<file path="config.mk">
export PLATFORM = sky130hd
export DESIGN_NAME = pcm2pdm_modulator
export DESIGN_NICKNAME = d
export VERILOG_FILES = /design/src/rtl/pcm2pdm_modulator.sv
export SDC_FILE = /design/constraint.sdc
export NUM_CORES = 1
export LEC_CHECK = 0
export ABC_CLOCK_PERIOD_IN_PS = 4440
export CAP_MARGIN = 20
export CORE_AREA = 4 4 136 138
export CTS_CLUSTER_SIZE = 8
export DETAILED_ROUTE_END_ITERATION = 10
export DIE_AREA = 0 0 140 142
export PLACE_DENSITY = 0.56
export SLEW_MARGIN = 25
export SYNTH_ARGS = -nofsm -noshare
export SYNTH_HDL_FRONTEND = slang
export SYNTH_SLANG_ARGS = --single-unit
</file>
<file path="constraint.sdc">
create_clock -name clk_i -period 4.44 [get_ports clk_i]
set_clock_uncertainty 0.15 [all_clocks]
set_input_delay 0.888 -clock clk_i [delete_from_list [all_inputs] [get_ports clk_i]]
set_output_delay 0.888 -clock clk_i [all_outputs]
set_load 0.02 [all_outputs]
</file>
<file path="src/rtl/pcm2pdm_modulator.sv">
// PCM sample stream to 1-bit PDM: divided PDM clock, one-entry sample buffer, sigma-delta modulator.
// Define PCM2PDM_SECOND_ORDER_EN for a second-order loop; the default build is first order.
module pcm2pdm_modulator #(
    parameter int WIDTH = 16
) (
    input  logic             clk_i,
    input  logic             rst_i,
    input  logic             enable_i,
    input  logic [7:0]       clock_divisor_i,
    input  logic [7:0]       interpolation_factor_i,
    input  logic [WIDTH-1:0] pcm_i,
    input  logic             valid_i,
    output logic             ready_o,
    output logic             pdm_clk_o,
    output logic             pdm_o,
    output logic             underrun_o
);
    localparam int A1W = WIDTH + 2;
    localparam logic [A1W-1:0] A1_MAX = {1'b0, {(A1W-1){1'b1}}};
    localparam logic [A1W-1:0] A1_MIN = {1'b1, {(A1W-1){1'b0}}};

    logic [7:0]       div_cnt_reg;
    logic [7:0]       bit_cnt_reg;
    logic             pdm_clk_reg;
    logic             pdm_reg;
    logic             underrun_reg;
    logic             full_reg;
    logic [WIDTH-1:0] cur_reg;
    logic [WIDTH-1:0] buf_reg;
    logic [A1W-1:0]   acc1_reg;
    logic [A1W-1:0]   acc1_next;
    logic [A1W:0]     sum1;
    logic [WIDTH:0]   fb;
    logic             pdm_next;

    logic div_hit;
    logic bit_tick;
    logic wrap_tick;
    logic load;

    // ">=" so a divisor/factor lowered below the running count still wraps at once
    assign div_hit   = div_cnt_reg >= clock_divisor_i;
    assign bit_tick  = enable_i & div_hit & pdm_clk_reg;
    assign wrap_tick = bit_tick & (bit_cnt_reg >= interpolation_factor_i);
    assign ready_o   = enable_i & ~full_reg & ~rst_i;
    assign load      = valid_i & ready_o;

    assign fb = pdm_reg ? {2'b01, {(WIDTH-1){1'b0}}} : {2'b11, {(WIDTH-1){1'b0}}};

    always_comb begin
        sum1 = {acc1_reg[A1W-1], acc1_reg} + {{3{cur_reg[WIDTH-1]}}, cur_reg} - {{2{fb[WIDTH]}}, fb};
        if (sum1[A1W] != sum1[A1W-1])
            acc1_next = sum1[A1W] ? A1_MIN : A1_MAX;
        else
            acc1_next = sum1[A1W-1:0];
    end

`ifdef PCM2PDM_SECOND_ORDER_EN
    localparam int A2W = WIDTH + 4;
    localparam logic [A2W-1:0] A2_MAX = {1'b0, {(A2W-1){1'b1}}};
    localparam logic [A2W-1:0] A2_MIN = {1'b1, {(A2W-1){1'b0}}};

    logic [A2W-1:0] acc2_reg;
    logic [A2W-1:0] acc2_next;
    logic [A2W:0]   sum2;

    always_comb begin
        sum2 = {acc2_reg[A2W-1], acc2_reg} + {{3{acc1_next[A1W-1]}}, acc1_next} - {{4{fb[WIDTH]}}, fb};
        if (sum2[A2W] != sum2[A2W-1])
            acc2_next = sum2[A2W] ? A2_MIN : A2_MAX;
        else
            acc2_next = sum2[A2W-1:0];
        pdm_next = ~acc2_next[A2W-1];
    end

    always_ff @(posedge clk_i or posedge rst_i) begin
        if (rst_i)
            acc2_reg <= '0;
        else if (!enable_i)
            acc2_reg <= '0;
        else if (bit_tick)
            acc2_reg <= acc2_next;
    end
`else
    always_comb begin
        pdm_next = ~acc1_next[A1W-1];
    end
`endif

    always_ff @(posedge clk_i or posedge rst_i) begin
        if (rst_i) begin
            div_cnt_reg  <= '0;
            bit_cnt_reg  <= '0;
            pdm_clk_reg  <= 1'b0;
            pdm_reg      <= 1'b0;
            underrun_reg <= 1'b0;
            full_reg     <= 1'b0;
            cur_reg      <= '0;
            buf_reg      <= '0;
            acc1_reg     <= '0;
        end else if (!enable_i) begin
            div_cnt_reg  <= '0;
            bit_cnt_reg  <= '0;
            pdm_clk_reg  <= 1'b0;
            pdm_reg      <= 1'b0;
            underrun_reg <= 1'b0;
            full_reg     <= 1'b0;
            cur_reg      <= '0;
            buf_reg      <= '0;
            acc1_reg     <= '0;
        end else begin
            if (div_hit) begin
                div_cnt_reg <= '0;
                pdm_clk_reg <= ~pdm_clk_reg;
            end else begin
                div_cnt_reg <= div_cnt_reg + 8'd1;
            end

            underrun_reg <= wrap_tick & ~full_reg;

            if (bit_tick) begin
                bit_cnt_reg <= wrap_tick ? 8'd0 : bit_cnt_reg + 8'd1;
                acc1_reg    <= acc1_next;
                pdm_reg     <= pdm_next;
            end

            // The wrap sees the pre-load full flag, so a same-cycle load still underruns
            if (wrap_tick && full_reg) begin
                cur_reg  <= buf_reg;
                full_reg <= 1'b0;
            end
            if (load) begin
                buf_reg  <= pcm_i;
                full_reg <= 1'b1;
            end
        end
    end

    assign pdm_clk_o  = pdm_clk_reg;
    assign pdm_o      = pdm_reg;
    assign underrun_o = underrun_reg;

endmodule

</file>
==> impl_metrics.json <==
{
  "slew_headroom": 0.326,
  "antenna_found_initial": 0,
  "grt_pass1_vias": 4150,
  "finish.utilization": 0.352,
  "io_pins": 40,
  "largest_register_ffs": 18,
  "synth_area_um2": 5130,
  "synthAdderAreaFrac": 0.166,
  "gp_congestion": 0.809,
  "nNetsFinal": 700,
  "synth_seq_area_share": 0.342,
  "required_ns": 4.48,
  "grt_pass1_wl_mm": 19.5,
  "cts_buffer_depth": 2,
  "synth_warnings": 0,
  "rows": 48,
  "final_max_slew_viol_count": 0,
  "die_w_um": 140,
  "clk_pin_slew_ns": 0.06,
  "max-cap-violations": 0,
  "synth_mux_area_frac": 0.0390,
  "numPortBuffers": 39,
  "track_usage": 0.116,
  "synth_compound_area_frac": 0.184,
  "endpoint_kind": "flip-flop",
  "hold_slack_ns": 0.382,
  "viasPerCell": 4.88,
  "syn_to_final_growth_pct": 17.8,
  "syn_nets": 671,
  "dieArea_um2": 19900,
  "synth_edf_count": 0,
  "power.leakage_nw": 2.83,
  "cts_root_buf": "clkbuf_16",
  "crit_path_start_kind": "flip-flop",
  "cp_num_buf_inv": 2,
  "antenna_cells": 0,
  "cts_max_level": 3,
  "yosys.area_share.simple": 0.156,
  "synth_area_per_cell_um2": 8.81,
  "synth_top_flop_cell": "dfrtp_1",
  "post-cts-setup-buffers": 0,
  "drt-pass1-iter-count": 4,
  "rsz0062_at_grt": "false",
  "grt_max_degree": 67,
  "synth_cells": 582,
  "wirelength_mm": 11.0,
  "max_freq_ghz": 0.284,
  "cts_buffers": 9,
  "ir_worst_vdd_mv": 0.148,
  "num-fill-cells": 1796,
  "cts_tree": "built",
  "crit_chain": "inv_1 -> ha_1 -> inv_1 -> ha_1 -> and2_2 -> and3_1 -> a31oi_4 -> o21ba_4 -> o311ai_4 -> maj3_2 -> a21oi_1",
  "finalCritPeriodShare": 0.794,
  "cp_slowest_cell": "o311ai_4",
  "drive_gt1_frac": 0.0877,
  "worst_hold_path_type": "reg -> reg",
  "cts_resized": 0,
  "synth_top_family_by_area": "compound AO/OA/AOI/OAI gates",
  "core-area_um2": 17200,
  "status": "complete, no violations",
  "drt_iter0_markers": 172,
  "drc": 0,
  "ys_types": 60,
  "synth-async-reset-ratio": 1.00,
  "fin_crit_ns": 3.52,
  "cp_max_fo": 18,
  "clock_sinks": 70,
  "chipHeight_um": 142,
  "cts_hold_buffers": 0,
  "setup_violations": 0,
  "wl_per_cell_um": 13.1,
  "vias": 4103,
  "clock_latency_ns": 0.33,
  "synth-xor-area-share": 0.0307,
  "finalHoldViolCount": 0,
  "setup_tns_ns": 0,
  "powerDensity_nw_per_um2": 250,
  "worst_path_largest_cell_delay_ns": 0.87,
  "ant_nets": 0,
  "start_util": 0.299,
  "total_power_mw": 1.51,
  "hpwl_mm": 7.97,
  "crit_type": "reg -> reg",
  "path_delay_family": "compound AO/OA/AOI/OAI gates",
  "synth_seq_cells": 70,
  "place_area_um2": 5720,
  "grt_overflow": 0,
  "worst_pin_slew_ns": 1.01,
  "critPathArrivalTime_ns": 3.56,
  "design_area_um2": 6040
}
-- per-layer routing --
layer | track usage | vias up | part of all wire
met5 | 0 | - | 0
met4 | 0.0311 | 0 | 0.014
met3 | 0.0235 | 17 | 0.035
met2 | 0.198 | 71 | 0.47
met1 | 0.152 | 1978 | 0.48
li1 | - | 2037 | -
-- power breakdown --
part / internal, mW / switching, mW / leakage [nW] / total (mW)
clock network: 0.483 / 0.273 / 0.159 / 0.756
logic: 0.0479 / 0.0505 / 1.70 / 0.0984
registers: 0.649 / 0.00596 / 0.969 / 0.655
-- kinds of logic after synthesis --
| family | after synthesis |
|---|---|
| multiplexers | 20 |
| AND/OR/NAND/NOR | 160 |
| adder cells (fa/ha/maj) | 69 |
| AO/OA/AOI/OAI | 138 |
| buffers and inverters | 107 |
| XOR/XNOR | 18 |
| flip-flops | 70 |
-- Yosys cell counts, drive strengths merged (4+ instances only) --
cell / count / area, um2
inv: 81 / 304
dfrtp: 70 / 1750
nand2: 70 / 263
ha: 51 / 638
o21ai: 49 / 245
a21oi: 38 / 224
clkbuf: 20 / 75.1
mux2i: 20 / 200
nand3: 19 / 108
nor2: 19 / 71.3
maj3: 16 / 173
and3: 12 / 75.1
xor2: 12 / 105
nand2b: 11 / 76.3
a21o: 10 / 75.1
a21boi: 6 / 45.0
a31oi: 6 / 52.6
buf: 6 / 45.0
xnor2: 6 / 52.6
nand3b: 5 / 37.5
nor2b: 5 / 31.3
nor3: 5 / 36.3
o21a: 4 / 30.0
o21bai: 4 / 30.0
o22ai: 4 / 25.0
-- layout by cell type, fill, tap and decap left out, types with 12 or more instances in the layout --
cell type        count
inv_1               80
nand2_1             70
dfrtp_1             70
ha_1                51
o21ai_0             48
clkdlybuf4s50_1     38
a21oi_1             29
mux2i_1             20
nand3_1             18
nor2_1              18
xor2_1              12
and3_1              12
-- through the flow --
step / cells / worst slack (ns)
5_1_grt: 841 / 0.694
4_1_cts: 841 / 0.790
6_report: 841 / 0.915
3_5_place_dp: 825 / 0.440
2_1_floorplan: 582 / 1.40
3_3_place_gp: 825 / 0.506
-- cell type report --
type,instances,area (um2),area share
well taps,225,282,0.0466
inverters,81,304,0.0503
repair buffers,44,423,0.0700
clock inverters,4,52.6,0.00870
flip-flops and latches,70,1750,0.290
multi-input cells,405,2960,0.490
clock buffers,12,267,0.0441
-- path summary, 6_finish.rpt --
path | from | to | slack [ns] | cells past startpoint
max in group asynchronous | rst_i | acc1_reg[0] | 2.48 | 3
worst max-delay path | cur_reg[8] | acc1_reg[0] | 0.92 | 11
worst min-delay path | buf_reg[13] | cur_reg[13] | 0.38 | 2
worst min register to register | buf_reg[13] | cur_reg[13] | 0.38 | 2
min in group asynchronous | rst_i | bit_cnt_reg[6] | 0.90 | 2
worst max register to register | cur_reg[8] | acc1_reg[0] | 0.92 | 11
-- worst reg2reg max path: stages (launching register included) --
cell	delay (ns)
dfrtp_1	0.35
inv_1	0.05
ha_1	0.26
inv_1	0.04
ha_1	0.39
and2_2	0.23
and3_1	0.21
a31oi_4	0.12
o21ba_4	0.24
o311ai_4	0.87
maj3_2	0.41
a21oi_1	0.06
Power figures use the tool's default switching activity.
